<file path="config.mk">
export PLATFORM = sky130hd
export DESIGN_NAME = dmac_rd_engine
export DESIGN_NICKNAME = d
export VERILOG_FILES = /design/src/rtl/dmac_pkg.sv /design/src/rtl/dmac_rd_engine.sv
export SDC_FILE = /design/constraint.sdc
export NUM_CORES = 1
export LEC_CHECK = 0
export ABC_AREA = 1
export BUFFER_PORTS_ARGS = -buffer_cell sky130_fd_sc_hd__buf_2
export CORE_MARGIN = 5
export CORE_UTILIZATION = 47
export CTS_BUF_LIST = sky130_fd_sc_hd__clkbuf_8
export DETAILED_ROUTE_END_ITERATION = 8
export PLACE_DENSITY = 0.79
export SLEW_MARGIN = 20
export SYNTH_ARGS = -nofsm -noshare
export SYNTH_HDL_FRONTEND = slang
export SYNTH_SLANG_ARGS = --single-unit
export TNS_END_PERCENT = 10
</file>
<file path="constraint.sdc">
create_clock -name clk -period 4.45 [get_ports clk]
set_input_delay 0.445 -clock clk [delete_from_list [all_inputs] [get_ports clk]]
set_output_delay 0.445 -clock clk [all_outputs]
set_load 0.02 [all_outputs]
</file>
<file path="src/rtl/dmac_pkg.sv">
// rtl/dmac_pkg.sv - shared AXI constants, FSM states and burst sizing for the DMAC read engine
package dmac_pkg;

  localparam logic [1:0] BURST_INCR = 2'b01;
  localparam logic [1:0] RESP_OKAY  = 2'b00;

  typedef enum logic [1:0] {
    ST_IDLE,
    ST_REQ,
    ST_DATA
  } dmac_state_t;

  // Beats-1 of the next burst: limited by words left, the burst cap and the next 4KB page edge.
  function automatic logic [3:0] calc_burst_len(
    input logic [11:0]  addr,
    input logic [31:0]  remaining,
    input int unsigned  max_beats,
    input int unsigned  beat_shift
  );
    logic [31:0] to_bound;
    logic [31:0] n;
    to_bound = (32'd4096 - {20'd0, addr}) >> beat_shift;
    n = remaining;
    if (n > max_beats) n = max_beats;
    if (n > to_bound)  n = to_bound;
    return 4'(n - 32'd1);
  endfunction

endpackage

</file>
<file path="src/rtl/dmac_rd_engine.sv">
// rtl/dmac_rd_engine.sv - AXI4 read master splitting a byte transfer into INCR bursts feeding the data FIFO
module dmac_rd_engine
  import dmac_pkg::*;
#(
  parameter int ADDR_WIDTH = 32,
  parameter int DATA_WIDTH = 32,
  parameter int LEN_WIDTH  = 16,
  parameter int MAX_BURST  = 16
) (
  input  logic                  clk,
  input  logic                  rst_n,
  input  logic                  start_i,
  input  logic [ADDR_WIDTH-1:0] src_addr_i,
  input  logic [LEN_WIDTH-1:0]  byte_len_i,
  output logic                  done_o,
  output logic                  err_o,
  output logic [ADDR_WIDTH-1:0] araddr_o,
  output logic [3:0]            arlen_o,
  output logic [2:0]            arsize_o,
  output logic [1:0]            arburst_o,
  output logic                  arvalid_o,
  input  logic                  arready_i,
  input  logic [DATA_WIDTH-1:0] rdata_i,
  input  logic [1:0]            rresp_i,
  input  logic                  rlast_i,
  input  logic                  rvalid_i,
  output logic                  rready_o,
  input  logic                  fifo_full_i,
  output logic                  fifo_wren_o,
  output logic [DATA_WIDTH-1:0] fifo_wdata_o
);

  localparam int BEAT_BYTES = DATA_WIDTH / 8;
  localparam int BEAT_SHIFT = $clog2(BEAT_BYTES);

  dmac_state_t           state, state_nxt;
  logic [ADDR_WIDTH-1:0] addr_q;
  logic [LEN_WIDTH-1:0]  rem_q;
  logic [4:0]            beat_cnt;
  logic                  err_q;
  logic [3:0]            burst_len;
  logic [4:0]            burst_beats;
  logic                  start_ok;
  logic                  ar_hs;
  logic                  r_hs;

  assign burst_len   = calc_burst_len(addr_q[11:0], 32'(rem_q), MAX_BURST, BEAT_SHIFT);
  assign burst_beats = {1'b0, burst_len} + 5'd1;

  assign start_ok = (state == ST_IDLE) && start_i && (byte_len_i != '0);
  assign ar_hs    = (state == ST_REQ) && arready_i;
  assign r_hs     = (state == ST_DATA) && rvalid_i && !fifo_full_i;

  assign done_o       = (state == ST_IDLE);
  assign err_o        = err_q;
  assign araddr_o     = addr_q;
  assign arlen_o      = burst_len;
  assign arsize_o     = 3'(BEAT_SHIFT);
  assign arburst_o    = BURST_INCR;
  assign arvalid_o    = (state == ST_REQ);
  assign rready_o     = (state == ST_DATA) && !fifo_full_i;
  assign fifo_wren_o  = r_hs;
  assign fifo_wdata_o = rdata_i;

  always_comb begin
    state_nxt = state;
    unique case (state)
      ST_IDLE: if (start_ok) state_nxt = ST_REQ;
      ST_REQ:  if (arready_i) state_nxt = ST_DATA;
      ST_DATA: if (r_hs && beat_cnt == 5'd1) state_nxt = (rem_q != '0) ? ST_REQ : ST_IDLE;
      default: state_nxt = ST_IDLE;
    endcase
  end

  always_ff @(posedge clk) begin
    if (!rst_n) begin
      state    <= ST_IDLE;
      addr_q   <= '0;
      rem_q    <= '0;
      beat_cnt <= '0;
      err_q    <= 1'b0;
    end else begin
      state <= state_nxt;
      if (start_ok) begin
        addr_q <= src_addr_i;
        rem_q  <= byte_len_i >> BEAT_SHIFT;
        err_q  <= 1'b0;
      end
      if (ar_hs) begin
        beat_cnt <= burst_beats;
        addr_q   <= addr_q + (ADDR_WIDTH'(burst_beats) << BEAT_SHIFT);
        rem_q    <= rem_q - LEN_WIDTH'(burst_beats);
      end
      if (r_hs) begin
        beat_cnt <= beat_cnt - 5'd1;
        if (rresp_i != RESP_OKAY) err_q <= 1'b1;
      end
    end
  end

  // The beat counter, not rlast, ends a burst; a disagreeing slave is flagged here.
  always_ff @(posedge clk) begin
    if (rst_n && r_hs) assert (rlast_i == (beat_cnt == 5'd1));
  end

endmodule

</file>
Word level (Yosys, flattened, before mapping)
Cells that the tools add are included.
Widths: inputs -> output; s select.

storage, ports and cells
  input port bits = 89
  output and inout port bits = 78
  logic and storage cells = 50
  register bits = 56

operators by class
  add/sub/neg operators = 6
  reduce and logical (&&, ||, !) cells = 15
  $lt $le $gt $ge = 2
  multiplexer cells = 16
  equality and inequality tests = 6

operators with widths
  operator                count
  $mux 32                 2
  $mux 16                 3
  $add 32x7->32           1
  $reduce_bool 16->1      2
  $gt 16x30->1            1
  $gt 16x5->1 const B     1
  $sub 16x5->16           1
  $sub 13x12->14 const A  1
  $mux 5                  2
  $logic_and 1x1->1       7
  $mux 2                  3
  $ne 2x1->1 const B      3
  $pmux 2 s3              1
  $reduce_bool 2->1       3
  $add 4x1->5 const B     1
  $eq 5x1->1 const B      1
  $sub 5x1->5 const B     1
  $mux 1                  4
  $mux 4                  1
  $sub 4x1->4 const B     1
  $reduce_and 3->1        1
  $eq 2x1->1 const B      1
  $eq 2x2->1 const B      1
  $logic_not 2->1         1
  $logic_not 1->1         1

Longest topological paths before layout
  depth in word-level cells = 8
  depth in mapped cells = 43
  gate-level depth less buffers = 43

Worst setup path before layout
OpenSTA, ideal clock, no wires.

  path kind = register to register
  start = reg addr_q[1], in the netlist araddr_o[1]
  end = reg addr_q[30], in the netlist araddr_o[30]
  library setup time = 0.131 ns
  stages on the path, launching flop included = 39
  buffers on the path = 0
  data required time = 4.319 ns
  setup slack = -0.062 ns
  arrival = 4.382 ns
  clock period less this slack = 4.512 ns
  path through = dfxtp_1 > nor2_1 > nand2_1 > inv_1 > nand2_1 > nor2_1 > inv_1 > nor2_1 > nand3_1 > nor2_1 > nand2_1 > nand2_1 > nand2_1 > ha_1 > nand2_1 > nor2_1 > nand3_1 > nand2_1 > [3 not listed] > ha_1 > inv_1 > fa_1 > nand3b_1 > nand2_2 > nand2_1 > nand2_1 > nand2_2 > nor2_4 > nand2_2 > nor2_4 > inv_2 > nor2_4 > nand2_1 > nand2_1 > nand2_1 > nand2_1 > a21oi_2

between the ends
  cells in the longest elaborated chain, start to end = 7

ends and longest elaborated chain
  item                      line                  text
  start: declaration        dmac_rd_engine.sv:37  logic [ADDR_WIDTH-1:0] addr_q;
  start signal: assignment  dmac_rd_engine.sv:85  addr_q <= src_addr_i;
  start signal: assignment  dmac_rd_engine.sv:91  addr_q <= addr_q + (ADDR_WIDTH'(burst_beats) << BEAT_SHIFT);
  $sub 13x12->14 (*)        dmac_pkg.sv:22        to_bound = (32'd4096 - {20'd0, addr}) >> beat_shift;
  $gt 16x30->1              dmac_pkg.sv:25        if (n > to_bound) n = to_bound;
  $mux 4 (*)                dmac_pkg.sv:25
  $sub 4x1->4 (*)           dmac_pkg.sv:26        return 4'(n - 32'd1);
  named net arlen_o[0]      dmac_rd_engine.sv:18  output logic [3:0] arlen_o,
  $add 4x1->5 (*)           dmac_rd_engine.sv:48  assign burst_beats = {1'b0, burst_len} + 5'd1;
  $add 32x7->32 (*)         dmac_rd_engine.sv:91
  $mux 32 (*)               dmac_rd_engine.sv:89  if (ar_hs) begin

Mark *: on every way through the listed nets, which the timed path passes. The rest lies on a longest branch.
A chain may end at the register's enable or synchronous reset.

Final worst setup path
  start = reg addr_q[1], in the netlist araddr_o[1]
  end = reg addr_q[31], in the netlist araddr_o[31]

between the ends
  cells in the longest elaborated chain, start to end = 7

ends and longest elaborated chain
  item               line
  $sub 13x12->14     dmac_pkg.sv:22
  $gt 16x30->1       dmac_pkg.sv:25
  $mux 4             dmac_pkg.sv:25
  $sub 4x1->4        dmac_pkg.sv:26
  $add 4x1->5        dmac_rd_engine.sv:48
  $add 32x7->32 (*)  dmac_rd_engine.sv:91
  $mux 32 (*)        dmac_rd_engine.sv:89

Mark *: on every way between the ends. The rest lies on a longest branch, timed or not.

==> results.toml <==
[sta]
maxSlewViolCount = 0
fin_crit_sh = 0.976
hold_viol = 0
tightest_slew_ps = 756
fmax_mhz = 230
layout_setup_ws_ps = 108
fin_crit_ps = 4340
slew_headroom = 0.495
setup_tns_ps = 0
rsz0062_at_grt = "yes"
final.setup_skew_ps = 15.6
finalSetupViolations = 0

[pwr]
power.density_nw_per_um2 = 441
irDropWorstVdd_mv = 0.254
seq_power_share = 0.250
combPwrFrac = 0.638
leakage_uw = 0.00278
swShare = 0.470
clockPowerShare = 0.112
switchingPower_uw = 1220
power.internal_uw = 1370

[yosys]
ys_ff_latch = 56
synth-compound-area-share = 0.140
synth_top_family_by_area = "simple AND/OR/NAND/NOR gates"
synthAdderAreaFrac = 0.0755
yosysSeqAreaShare = 0.240
synthXorXnorAreaFrac = 0.0450
syn_inst = 750
avgSynthCellArea_sq_um = 6.23
synthFlopType = "dfxtp_1"
synth.area.mux_share = 0
yosysWarningCount = 0
synthSimpleGateAreaFrac = 0.345
netlist-cell-type-count = 42
netlist_area_sq_um = 4680
synth_edf_count = 0
async_reset_ff_frac = 0

[clock_network]
root_buffer = "clkbuf_8"
htree_num_levels = 2
cts_hold_buf = 0
max-clock-path-buffers = 2
cts_buffers = 5
tritoncts = "done"
clock_latency_ps = 320
clk_pin_slew_ps = 110
clkSinkCount = 56

[floorplan]
initial_core_util = 0.481
num_rows = 36
die_y_microns = 110
core_region_area_sq_um = 9730
ios = 167
die_x_microns = 110
die-area_sq_um = 12000

[final_layout]
drive_above_1_share = 0.287
nFillCells = 935
fin_util = 0.603
diodes = 0
synthToLayoutAreaGrowth_pct = 25.4
finalNetCount = 981

[placed_design]
routabilityCongestion = 0.976
dp_hpwl_microns = 9970
portBuffers = 96
place_ws_ps = -155

[routing]
via_per_inst = 5.24
routed_wl_microns = 13600
vias = 5227
drc = 0
wl_met1_microns = 5800
dr_wl_met2_microns = 6460
topRoutingLayerUsed = "met4"
routedWlPerCell_microns = 13.7
firstDrtPassIters = 7
wl_met3_microns = 1090
drt_iter0_drc = 311
ant_nets = 0

[global_routing]
grt_pass1_wl_microns = 21600
grt_pass1_vias = 4788
grt_max_degree = 47
gr-total-overflow = 0
antenna_found_initial = 0
grt_use_total = 0.220

[worst_setup_path]
crit_type = "reg2reg"
start_kind = "register"
cp.arrival_ps = 4550
critical_path.max_stage_delay_ps = 360
reg2reg_from = "araddr_o[1]"
crit_top_cell = "nand2_2"
worstPathRequired_ps = 4650
cpMaxStageDelayCell = "dfxtp_2"
cp_max_fo = 4
end_kind = "register"
cp-startpoint = "araddr_o[1]"

[worst_hold_path]
holdCritPathClass = "in2reg"
hold_start = "src_addr_i[1]"

[status]
run_status = "complete, no violations"

[job]
maxCapViolations = 0
-- kinds of logic (layout without fill, tap and decap cells) --
family,after synthesis,in the layout
and+or+nand+nor,381,381
AOI/OAI and AO/OA,111,111
other,2,11
xor gates and xnor gates,24,24
adders and majority gates,27,27
DFF,56,56
buffers and inverters,149,255
-- power by group through the flow --
stage	Sequential, uW	Clock (uW)	Combinational, uW
4_1_cts	640	293	1390
6_report	647	290	1650
5_1_grt	658	312	1840
3_5_place_dp	651	0	1350
3_3_place_gp	650	0	1330
2_1_floorplan	682	0	893
-- area by class of cell --
class / count / area [sq um] / share of cell area
multi-input cells: 554 / 3200 / 0.545
flip-flops and latches: 56 / 1120 / 0.191
clock buffers: 5 / 68.8 / 0.0117
inverters: 94 / 358 / 0.0610
well taps: 133 / 166 / 0.0284
repair buffers: 154 / 938 / 0.160
clock inverters: 2 / 16.3 / 0.00277
-- placed cells by master, fill, tap and decap left out, types with 18 or more instances in the layout --
cell type / count
nand2_2: 20
xor2_1: 18
nand3_1: 27
inv_1: 81
nor2_1: 64
o21ai_0: 24
a21oi_1: 29
ha_1: 19
a31oi_1: 25
buf_2: 96
nand2_1: 201
buf_4: 52
dfxtp_1: 55
-- routing by layer --
metal	vias up	global-route usage
met1	2384	0.292
met4	0	0.0748
met3	30	0.0341
met5	-	0
li1	2611	-
met2	202	0.362
-- synth_stat cells, types with 2 or more instances --
master,number,area share
nor4_1,8,0.011
o211ai_1,9,0.014
dfxtp_1,56,0.24
nor2_4,3,0.0072
a21oi_1,30,0.032
buf_4,38,0.061
inv_1,90,0.072
nand2_2,7,0.0094
ha_1,25,0.067
nand3_2,2,0.0043
nor3_1,12,0.013
clkbuf_1,9,0.0072
a21oi_2,3,0.0056
nor2_1,73,0.059
or2_2,2,0.0027
a211oi_1,4,0.0064
o21ai_1,2,0.0021
nand3b_1,2,0.0032
o21a_1,2,0.0032
fa_1,2,0.0086
o21ai_0,30,0.032
buf_1,2,0.0016
xnor2_1,5,0.0094
nand2_1,221,0.18
nand4_1,11,0.015
xor2_1,19,0.036
inv_2,4,0.0032
buf_2,4,0.0043
nand3_1,34,0.036
a31oi_1,25,0.033
nor2_2,4,0.0054
conb_1,2,0.0016
-- registers in the layout, summed over array words and instances (netlist names) --
name      cells
beat_cnt      5
err_o         1
araddr_o     32
state         2
rem_q        16
-- repair_timing --
| action | CTS | global route |
|---|---|---|
| setup endpoints to repair | 28 | 37 |
| pin swaps | 6 | 43 |
| buffers inserted | 3 | 9 |
| endpoints found under the hold margin | 0 | 0 |
| gates resized for setup | 15 | 81 |
-- per-stage QoR --
stage                     cell area, sq um  instances  power (uW)  hold WS [ps]
after CTS                             5500        989        2320           373
after detailed placement              5340        979        2010           453
final                                 5870        998        2590           370
after global routing                  5870        998        2810           388
after global placement                5340        979        1980           446
after floorplan                       4710        759        1580           426
-- worst max-delay path, delay by kind of cell (launching register included) --
kind | cells | cell delay, ps
flops | 1 | 360
compound gates | 4 | 620
xor+xnor | 2 | 260
simple gates | 19 | 1630
buf+inv | 7 | 680
fa+ha+maj | 3 | 670
-- worst paths after layout --
kind         cells after the start      endpoint  slack [ps]
max                             35  araddr_o[31]         110
min reg2reg                      1     rem_q[15]         480
max reg2reg                     35  araddr_o[31]         110
min                              3   araddr_o[1]         370
Note: power is estimated with default switching activity, not from simulation.
